--- src/rtl/led_pattern_seq.sv ---
// Multi-channel LED pattern sequencer.
// A prescaled frame counter walks through up to SEGMENTS programmable segments.
// Each channel outputs its programmed level for the active segment.
// Configuration is captured into shadow registers at start and at each loop wrap,
// so the frame in progress never sees a config change.
module led_pattern_seq #(
   parameter int unsigned CHANNELS = 4,
   parameter int unsigned SEGMENTS = 6,
   parameter int unsigned CNT_W    = 8,
   parameter int unsigned PRESC_W  = 16
) (
   input  logic                         clk,
   input  logic                         rst_n,
   input  logic                         start,
   input  logic                         stop,
   input  logic                         pause,
   input  logic                         loop,
   input  logic [PRESC_W-1:0]           prescale,
   input  logic [CNT_W-1:0]             period,
   input  logic [SEGMENTS*CNT_W-1:0]    seg_end,
   input  logic [CHANNELS*SEGMENTS-1:0] pattern,
   output logic [CHANNELS-1:0]          led,
   output logic                         busy,
   output logic                         wrap,
   output logic                         done
);

   typedef enum logic [0:0] {StIdle, StRun} state_e;

   state_e                      state_q, state_d;
   logic [CNT_W-1:0]            cnt_q, cnt_d;
   logic [PRESC_W-1:0]          presc_q, presc_d;
   logic [CHANNELS-1:0]         led_q, led_d;
   logic                        wrap_q, wrap_d;
   logic                        done_q, done_d;

   // Shadowed configuration
   logic [PRESC_W-1:0]          prescale_q;
   logic [CNT_W-1:0]            period_q;
   logic [SEGMENTS*CNT_W-1:0]   seg_end_q;
   logic [CHANNELS*SEGMENTS-1:0] pattern_q;
   logic                        loop_q;
   logic                        load_cfg;

   logic [CHANNELS-1:0]         level;
   logic                        hit;

   // Segment decode: the first boundary above the counter selects the segment
   always_comb begin
      level = '0;
      hit   = 1'b0;
      for (int i = 0; i < SEGMENTS; i++) begin
         if (!hit && (cnt_q < seg_end_q[i*CNT_W +: CNT_W])) begin
            hit = 1'b1;
            for (int c = 0; c < CHANNELS; c++) begin
               level[c] = pattern_q[c*SEGMENTS + i];
            end
         end
      end
   end

   // Next-state logic: control FSM, prescaler, frame counter and pulses
   always_comb begin
      state_d  = state_q;
      cnt_d    = cnt_q;
      presc_d  = presc_q;
      led_d    = led_q;
      wrap_d   = 1'b0;
      done_d   = 1'b0;
      load_cfg = 1'b0;
      unique case (state_q)
         StIdle: begin
            led_d = '0;
            if (start && !stop) begin
               state_d  = StRun;
               cnt_d    = '0;
               presc_d  = '0;
               load_cfg = 1'b1;
            end
         end
         StRun: begin
            // led follows the counter one clock late; it freezes with the counter
            if (!pause) begin
               led_d = level;
            end
            if (stop) begin
               state_d = StIdle;
            end else if (!pause) begin
               if (presc_q == prescale_q) begin
                  presc_d = '0;
                  if (cnt_q == period_q) begin
                     cnt_d = '0;
                     if (loop_q) begin
                        wrap_d   = 1'b1;
                        load_cfg = 1'b1;
                     end else begin
                        done_d  = 1'b1;
                        state_d = StIdle;
                     end
                  end else begin
                     cnt_d = cnt_q + CNT_W'(1);
                  end
               end else begin
                  presc_d = presc_q + PRESC_W'(1);
               end
            end
         end
         default: state_d = StIdle;
      endcase
   end

   // State, counters and registered outputs
   always_ff @(posedge clk or negedge rst_n) begin
      if (!rst_n) begin
         state_q <= StIdle;
         cnt_q   <= '0;
         presc_q <= '0;
         led_q   <= '0;
         wrap_q  <= 1'b0;
         done_q  <= 1'b0;
      end else begin
         state_q <= state_d;
         cnt_q   <= cnt_d;
         presc_q <= presc_d;
         led_q   <= led_d;
         wrap_q  <= wrap_d;
         done_q  <= done_d;
      end
   end

   // Config shadows, captured at start and at each loop wrap
   always_ff @(posedge clk or negedge rst_n) begin
      if (!rst_n) begin
         prescale_q <= '0;
         period_q   <= '0;
         seg_end_q  <= '0;
         pattern_q  <= '0;
         loop_q     <= 1'b0;
      end else if (load_cfg) begin
         prescale_q <= prescale;
         period_q   <= period;
         seg_end_q  <= seg_end;
         pattern_q  <= pattern;
         loop_q     <= loop;
      end
   end

   assign led  = led_q;
   assign busy = (state_q == StRun);
   assign wrap = wrap_q;
   assign done = done_q;

endmodule

--- config.mk ---
export PLATFORM = sky130hd
export DESIGN_NAME = led_pattern_seq
export DESIGN_NICKNAME = d
export VERILOG_FILES = /design/src/rtl/led_pattern_seq.sv
export SDC_FILE = /design/constraint.sdc
export NUM_CORES = 1
export LEC_CHECK = 0
export CORE_UTILIZATION = 40
export DETAILED_ROUTE_END_ITERATION = 7
export DONT_BUFFER_PORTS = 1
export GPL_TIMING_DRIVEN = 1
export PLACE_DENSITY = 0.5
export SLEW_MARGIN = 40
export SYNTH_ARGS = -nofsm -noshare
export SYNTH_HDL_FRONTEND = slang
export SYNTH_SLANG_ARGS = --single-unit
--- constraint.sdc ---
create_clock -name clk -period 3.1 [get_ports clk]
set_input_delay 0.62 -clock clk [delete_from_list [all_inputs] [get_ports clk]]
set_output_delay 0.62 -clock clk [all_outputs]
set_load 0.05 [all_outputs]
## Word level (Yosys, flattened, before mapping)

Cells that the tools add are included.

| storage, ports and cells | value |
|---|---|
| register bits | 128 |
| output and inout bits | 7 |
| logic and storage cells | 83 |
| bits of input ports | 102 |

| operators by class | value |
|---|---|
| order comparisons | 6 |
| muxes and demuxes | 43 |
| bitwise gates (word level) | 1 |
| reductions and logical operators | 14 |
| eq/ne operators | 6 |
| add/sub/neg operators | 2 |

Operators by type and width:

| operator | number |
|---|---|
| $mux 16 | 4 |
| $lt 8x8->1 | 6 |
| $mux 8 | 5 |
| $pmux 16 s2 | 1 |
| $mux 4 | 7 |
| $mux 1 | 22 |
| $add 16x1->16 const B | 1 |
| $eq 16x16->1 | 1 |
| $pmux 8 s2 | 1 |
| $add 8x1->8 const B | 1 |
| $eq 8x8->1 | 1 |
| $pmux 4 s2 | 1 |
| $logic_and 1x1->1 | 6 |
| $logic_not 1->1 | 6 |
| $ne 2x2->1 const B | 3 |
| $pmux 1 s2 | 2 |
| $reduce_and 4->1 | 1 |
| $reduce_and 3->1 | 1 |
| $ne 2x1->1 const B | 1 |
| $not 1->1 | 1 |

## Depth between registers and ports, before layout

| logic depth | value |
|---|---|
| word-level depth | 19 |
| depth in mapped cells | 10 |
| mapped depth without buffers | 9 |

## Worst setup path after synthesis

Ideal clock, no wire load.

| timing | value |
|---|---|
| path kind | register to register |
| start | register presc_q[12] |
| end | register pattern_q[0] |
| path buffers | 3 |
| setup time | 127 ps |
| arrival time | 2469 ps |
| path slack | 504 ps |
| clock period less this slack | 2596 ps |
| cell stages (with the launch flop) | 11 |
| required time | 2973 ps |
| path through | dfrtp_1 > buf_2 > xnor2_1 > nand4_1 > nor4_2 > nand2_1 > or3_4 > a21oi_4 > buf_6 > buf_8 > mux2_1 |

| between the ends | value |
|---|---|
| longest elaborated chain between the ends | 5 |

RTL lines:

| what | RTL line | RTL |
|---|---|---|
| start, declared | 32 | `logic [PRESC_W-1:0] presc_q, presc_d;` |
| start signal, assigned | 124 | `presc_q <= presc_d;` |
| $eq 16x16->1 | 89 | `if (presc_q == prescale_q) begin` |
| $mux 1 | 89 |  |
| $mux 1 | 88 | `end else if (!pause) begin` |
| $mux 1 | 86 | `if (stop) begin` |
| $pmux 1 s2 | 71 | `unique case (state_q)` |
| end signal, assigned | 143 | `pattern_q <= pattern;` |
| end, declared | 41 | `logic [CHANNELS*SEGMENTS-1:0] pattern_q;` |

No other way between the ends.
A chain may end at the register's enable or synchronous reset.

## Final worst setup path

| timing | value |
|---|---|
| start | register presc_q[2] |
| end | register seg_end_q[19] |

| between the ends | value |
|---|---|
| longest elaborated chain between the ends | 5 |

RTL lines:

| what | RTL line | RTL |
|---|---|---|
| $eq 16x16->1 | 89 |  |
| $mux 1 | 89 |  |
| $mux 1 | 88 |  |
| $mux 1 | 86 |  |
| $pmux 1 s2 | 71 |  |
| end signal, assigned | 142 | `seg_end_q <= seg_end;` |
| end, declared | 40 | `logic [SEGMENTS*CNT_W-1:0] seg_end_q;` |

No other way between the ends.

==> metrics.yaml <==
status: "finished with violations"
violations: "hold timing"
dp.cells: 794
top_usage_layer: "met2"
synth-seq-area-share: 0.477
cap_violations: 0
syn_inst: 581
clockBufferDepth: 2
track_usage: 0.183
row_count: 47
fp.dieW_um: 132
fin_area_um2: 7560
ys_ff_latch: 128
path_class: "flop to flop"
crit_required_ps: 3400
startpoint_type: "flop"
drc: 0
h-tree-depth: 4
p_leak_nw: 3.48
slew_headroom: 0.598
worst_path_max_delay_cell: "dfrtp_1"
gr-total-overflow: 0
grt_pass1_vias: 4588
min_period_over_period: 0.930
synthTopCellsByCount: "dfrtp_1 (128), mux2_2 (68), inv_1 (47)"
finalNetCount: 739
cts.sinks: 128
placed_area_um2: 6970
powerDensity_nw_per_um2: 648
grt_max_degree: 129
vias: 4374
start_util: 0.408
ys_warn_count: 0
synth_area_um2: 6720
final_util: 0.459
dpl.hpwl_mm: 10.5
max_stage_delay_ps: 460
final_antenna_net_count: 0
cp_max_fo: 61
rsz0062_at_grt: "false"
finalSetupViolations: 0
critPathCaptureType: "flop"
core_area_um2: 16500
arrival_ps: 3190
place.gp.congestion: 0.774
drv_slew: 0
layout.cells.non_filler: 826
dr.pass1.iters: 4
die_height_um: 132
drt_first_iter_violations: 215
tightestPinTransition_ps: 597
finalHoldViolations: 128
drive_gt1_frac: 0.193
fmax_mhz: 347
synth_top_area_frac: 0.477
grtUsageMet3: 0.0714
netlist_top_cells_area: "dfrtp_1 (48%), mux2_2 (11%), ha_1 (8.2%), mux2_1 (5.0%), inv_1 (2.6%)"
clock_skew_ps: 8.87
io_pins: 109
cts.clk_slew.worst_paths_ps: 60
cts_buffers: 17
antenna_found_initial: 4
period_needed_ps: 2880
hold_path_class: "input port to async pin"
syn_nets: 727
root_buffer: "clkbuf_16"
area_growth_pct: 12.5
synth_cell_types: 51
drt-total-wl_mm: 14.5
synth_edf_count: 0
fillers: 1545
timing.hold.ws_ps: -107
met2_usage: 0.294
yosysTopAreaCell: "dfrtp_1"
avgRoutedWirePerCell_um: 17.6
cts_tree: "built"
post_cts_buffers: 0
ir_drop_uv: 381
io_buffers: 0
grt_pass1_wl_mm: 24.4
async_flop_share: 1.00
syn_avg_cell_area_um2: 11.6
yosysMostFrequentCell: "dfrtp_1"
finalSetupTns_ps: 0
synthFlopType: "dfrtp_1"
antenna_cells: 0
via_per_inst: 5.30
clk_latency_ps: 420
use_met1: 0.222
path_cells: "xnor2_1 -> nand4_1 -> nor4_4 -> nand2_1 -> or3_4 -> a21oi_4 -> buf_12 -> mux2_2"
dieArea_um2: 17300
## stage by stage
stage / hold slack [ps] / power [mW] / worst slack, ps
after floorplan: 324 / 2.76 / 504
after global placement: 331 / 2.95 / 5.45
after detailed placement: 330 / 2.99 / 67.6
after CTS: -126 / 4.98 / 33.0
after global routing: -131 / 5.20 / 22.6
final: -107 / 4.90 / 216
## worst max-delay path: cells and delay by family (launching register included)
family	cells	cell delay (ps)
AOI/OAI and AO/OA	1	230
xor gates and xnor gates	1	180
buffers and inverters	1	330
DFF	1	460
muxes	1	380
and+or+nand+nor	4	1140
## power breakdown
part           internal, mW  leakage [nW]  switching, mW
Sequential             1.94          1.57          0.202
Combinational         0.432          1.63          0.371
Clock                  1.20         0.280          0.757
## layer usage
layer | vias to the layer above | wire length (µm)
met5 | - | 41
met1 | 2158 | 6290
met4 | 6 | 262
met3 | 25 | 950
met2 | 93 | 6970
li1 | 2092 | -
## worst paths after layout
kind	startpoint	end	slack (ps)	cells past startpoint
max reg2reg	presc_q[2]	seg_end_q[19]	220	8
max	presc_q[2]	seg_end_q[19]	220	8
max in group asynchronous	rst_n	seg_end_q[1]	3020	0
min	rst_n	seg_end_q[40]	-110	0
min reg2reg	seg_end_q[42]	seg_end_q[42]	500	1
min in group clk	stop	busy	270	1
## area by class of cell
class / instances / area (µm²) / share of cell area
repair buffers: 10 / 100 / 0.0132
clock inverters: 13 / 138 / 0.0182
flip-flops and latches: 128 / 3200 / 0.424
clock buffers: 19 / 443 / 0.0586
multi-input cells: 389 / 3220 / 0.426
well taps: 220 / 275 / 0.0364
inverters: 47 / 176 / 0.0233
## cell usage in the layout, fill, tap and decap left out, types with 4 or more instances in the layout
master     synthesis  routed
nor4_1             4       4
nand3_1           21      21
ha_1              44      44
a21oi_1           14      14
xor2_1            15      15
and3_1            14      14
nand2_1           23      23
buf_4              6       8
nand4_1           11      11
o21ai_0           25      25
mux2_1            30      30
clkinv_2           0       4
nor3_1             4       4
o31ai_1            5       5
nand2b_1          13      13
mux2_2            68      68
inv_1             47      47
xnor2_1           20      20
a21o_1            10      10
dfrtp_1          128     127
clkbuf_16          0      17
nor2_1            23      23
## sequential cells by signal (all words and copies together), names as in the netlist
| signal | flops |
|---|---|
| period_q | 8 |
| wrap | 1 |
| cnt_q | 8 |
| loop_q | 1 |
| led | 4 |
| done | 1 |
| busy | 1 |
| prescale_q | 16 |
| pattern_q | 24 |
| seg_end_q | 48 |
| presc_q | 16 |
## cells by family after synthesis
kind of cell / Yosys count / synth area share
fa+ha+maj: 44 / 0.0819
mux: 101 / 0.169
simple gates: 129 / 0.102
flops: 128 / 0.477
compound gates: 80 / 0.0797
xor+xnor: 35 / 0.0456
buf+inv: 64 / 0.0454
## timing repair
item                                   CTS  global route
endpoints found under the hold margin  128           128
setup endpoints to repair                0            62
resized for setup                        0             3
Power figures use the tool's default switching activity.
==> edit 1: new RTL, same flow settings <==
The output `wrap` loses its register stage (`wrap_q` becomes a continuous assignment).
--- a/src/rtl/led_pattern_seq.sv
+++ b/src/rtl/led_pattern_seq.sv
@@ -116,17 +116,17 @@
          cnt_q   <= '0;
          presc_q <= '0;
          led_q   <= '0;
-         wrap_q  <= 1'b0;
          done_q  <= 1'b0;
       end else begin
          state_q <= state_d;
          cnt_q   <= cnt_d;
          presc_q <= presc_d;
          led_q   <= led_d;
-         wrap_q  <= wrap_d;
          done_q  <= done_d;
       end
    end
+
+   assign wrap_q = wrap_d;
 
    // Config shadows, captured at start and at each loop wrap
    always_ff @(posedge clk or negedge rst_n) begin
Function: changed (Yosys sat finds a counterexample within 4 cycles, from zero or initial values and one cycle with rst_n low).
==> edit 1 against the original RTL <==
  * The flow still finishes with violations (negative hold slack)
  * Total power rose by 1.5%
  * Routed wire length increased by 4.2%
  * Worst setup slack better by 0.019 ns
  * Area after synthesis shrank 0.37%
  * Cell area grew 0.89%
  * Clock skew decreased by 0.00076 ns
  * Final cell count grew 0.48%
  * Non-clock buffer count rose by 8
  * Via count rose by 0.34%
  * Critical path type is now reg -> out
  * Sequential cell count fell by 1
  * Core utilization up 1.4 points
==> edit 1: results (changes against the original RTL) <==
outcome finished, violations left; failing checks negative hold slack; register area 0.003179 mm² (-0.78%); Post-Place Cells 797 (+0.38%); Lkg Pwr 3.502 nW (+0.68%); Synth Warn # 0 (unchanged); arrival time worst endpoint 2.25 ns (-0.94 ns); Final nets 746 (+0.95%); initial antenna violation count 1 (-3); Non-Filler Instances 830 (+0.48%); Cells after Synth 580 (-0.17%); met1 usage 0.2316 (+0.009333); pre-CTS WS 0.2464 ns (+0.1788 ns); Post-synth top cells dfrtp_1, mux2_2, inv_1, ha_1, mux2_1; Clock-cell share 0.07938 (+0.002600); DRT met1 WL 6747 µm (+7.2%); synth-to-layout area growth 13.96%; Post-DP Area 0.007014 mm² (+0.70%); met2 routed wirelength 7252 µm (+4.0%); Signal buf overhead 0.02263 (+0.009396); inverter count 47 (unchanged); reg2reg end loop_q; hpwl dp 11300 µm (+8.0%); r2r worst-path depth 9 (+1); crit path max fanout 12 (-80%); syn_area_per_cell 11.54 µm² (-0.20%); share of layout cells above drive strength 1 0.2039 (+0.01085); Seq/Total Area, Yosys 0.4748 (-0.001956); GR Util met3 0.05864 (-0.01273); RR Startpoint presc_q[9]; async set-or-reset flop fraction in the synthesized netlist 1.000 (unchanged); first-pass GRT wire length 25230 µm (+3.4%); Layout clock buffers 24 (+5); uppermost layer routed met4; Iter 0 DRT Violations 168 (-22%); Hold Worst Slack -0.09660 ns (+0.01014 ns); GRT Overall Usage 0.1891 (+0.005856); routability cong. 0.8506 (+9.9%); Plain + repair buffers 18 (+8); FF+latch count 127 (-0.78%); reg-to-reg setup timing slack 0.34 ns (+0.12 ns); met2 Resource Use GR 0.3067 (+0.01250); pin count of the biggest net entering global routing 128 (-0.78%); vias in the first global route 4808 (+4.8%); Setup WS post-layout 0.2348 ns (+0.01872 ns); fraction of area in multi-input gates 0.4223 (-0.004105); Fillers 1503 (-2.7%); Worst Hold Class in -> async; Antenna Cells 1 (+1); skew final 0.008115 ns (-0.0007588 ns); syn_nets 726 (-0.14%); Peak VDD IR 0.4235 mV (+11%); final hold viol count 127 (-0.78%); WL met3 749 µm (-21%); crit path from cnt_q[4]; Synth area leaders dfrtp_1, mux2_2, ha_1; via count 4389 (+0.34%); max_slew headroom 0.6496 (+0.05185); drt total wl 15130 µm (+4.2%)
## edit 1: cell count changes in the layout (fill, tap and decap cells not counted), moves of 2 or more
cell / before / now
nor4_2: 0 / 2
buf_4: 8 / 15
clkbuf_8: 1 / 5
clkinv_2: 4 / 1
inv_6: 2 / 0
## edit 1: where the power goes
group	total [mW]	switching (mW)	internal, mW
Sequential	2.13	0.210	1.92
Clock	2.02	0.725	1.29
Combinational	0.827	0.384	0.443
## edit 1: critical path, stage by stage (launching register included)
cell,delay [ns]
dfrtp_1,0.55
xor2_1,0.22
nor4_1,0.32
nand2_1,0.13
buf_4,0.18
nor4_2,0.19
buf_4,0.24
## edit 1: kinds of logic after synthesis
group,Yosys count,share of synthesized area
simple gates,129,0.1022
fa+ha+maj,44,0.08224
mux,101,0.1693
buf+inv,64,0.04561
xor+xnor,35,0.04580
flops,127,0.4748
compound gates,80,0.08000
## edit 1: repair_timing
item,CTS,global route
endpoints found under the hold margin,127,127
setup endpoints to repair,0,5
gates resized for setup,0,2
==> edit 2: new RTL, config.mk and constraints unchanged <==
Without the edit above. Change the parameter `CNT_W` from 8 to 12.
--- a/src/rtl/led_pattern_seq.sv
+++ b/src/rtl/led_pattern_seq.sv
@@ -6,7 +6,7 @@
 module led_pattern_seq #(
    parameter int unsigned CHANNELS = 4,
    parameter int unsigned SEGMENTS = 6,
-   parameter int unsigned CNT_W    = 8,
+   parameter int unsigned CNT_W    = 12,
    parameter int unsigned PRESC_W  = 16
 ) (
    input  logic                         clk,
Interface: changed (resized period and seg_end); port bits go from 109 to 137. No check against the original RTL was run, so the function may have changed too.
==> edit 2 against the original RTL <==
  * Largest cell class unchanged
  * Total power grew 22%
  * Routed wire length grew 39%
  * Cell area grew 28%
  * The run still ends with negative hold slack left
  * Count of clock-buffer cells in the layout is the same
  * First-iteration DRC count grew 11%
  * Area after synthesis grew 27%
  * Die area grew 27%
  * Combinational power grew 21%
  * Via count grew 29%
  * Global-route usage grew 1.4 points
  * Sequential power grew 25%
  * Sequential cell count grew 32
  * Worst setup slack lost 0.0092 ns
==> edit 2: results (changes against the original RTL) <==
failing checks negative hold slack; share of layout cells above drive strength 1 0.1534 (-0.03971); Critical Path Sink seg_end_q[69]; Post-Place Cells 1033 (+30%); DRT Pass-1 Iters 5 (+1); Synth Warn # 0 (unchanged); Synth area leaders dfrtp_1, ha_1, mux2_2; via count 5654 (+29%); Fillers 1919 (+24%); Final nets 975 (+32%); routability cong. 0.8089 (+4.5%); Post-synth top cells dfrtp_1, inv_1, ha_1, mux2_2, mux2_1; Post-DP Area 0.008982 mm² (+29%); Lkg Pwr 4.512 nW (+30%); hpwl dp 14870 µm (+42%); Hold Worst Slack -0.1114 ns (-0.004630 ns); vias in the first global route 6011 (+31%); arrival time worst endpoint 3.20 ns (about the same); skew final 0.009635 ns (+0.0007611 ns); crit path from cnt_q[8]; max_slew headroom 0.4848 (-0.1129); fmax 345.6 MHz (-0.32%); worst stage delay on the critical path 0.49 ns (+0.03 ns); final hold viol count 160 (+25%); syn_nets 955 (+31%); drt total wl 20190 µm (+39%); pre-CTS WS 0.2162 ns (+0.1486 ns); outcome finished, violations left; Switch Pwr 1.590 mW (+20%); Seq/Total Area, Yosys 0.4677 (-0.009023); pin count of the biggest net entering global routing 161 (+25%); first-pass GRT wire length 32840 µm (+35%)
## edit 2: worst register-to-register path, stage by stage, from the launching register on
cell and delay, ns:
dfrtp_1 0.49, xor2_1 0.19, nor4_1 0.39, nand3_1 0.28, and3b_1 0.33, nand2_1 0.11
a21oi_4 0.27, buf_12 0.28, mux2_2 0.44
## edit 2: cell families (layout without fill, tap and decap cells)
logic type               Yosys count  count (layout)  synth area share
flip-flops                       160             160            0.4677
AND/OR/NAND/NOR                  138             138           0.07907
multiplexers                     129             129            0.1690
AO/OA/AOI/OAI                    116             116           0.09135
buffers and inverters            107             139           0.05364
adder cells (fa/ha/maj)           68              68           0.09939
XOR/XNOR                          39              39           0.03990
other                              0               4                 0
## edit 2: area by class of cell
class,instances,area [µm²],share of cell area
tap,275,344.1,0.03565
clock inverter,12,206.4,0.02139
timing repair buffer,23,210.2,0.02178
inverter,85,319.1,0.03306
antenna,4,10.01,0.001037
clock buffer,19,452.9,0.04693
multi-input combinational,490,4105,0.4253
sequential,160,4004,0.4148
## edit 2: per-layer routing
metal / part of all wire / track usage
met2: 0.46 / 0.3080
met1: 0.46 / 0.2584
met5: 0 / 0
met4: 0.015 / 0.06856
met3: 0.062 / 0.06012
## edit 2: power by group through the flow
stage	registers, mW	clock network [mW]	logic, mW
2_1_floorplan	2.63	0	0.764
3_3_place_gp	2.71	0	0.937
3_5_place_dp	2.72	0	0.978
4_1_cts	2.68	2.41	0.985
5_1_grt	2.72	2.51	1.12
6_report	2.67	2.35	0.972
## edit 2: what timing repair did
| action | in CTS | in global routing |
|---|---|---|
| gates resized for setup | 0 | 0 |
| buffers inserted | 0 | 0 |
| hold endpoints to repair | 160 | 160 |
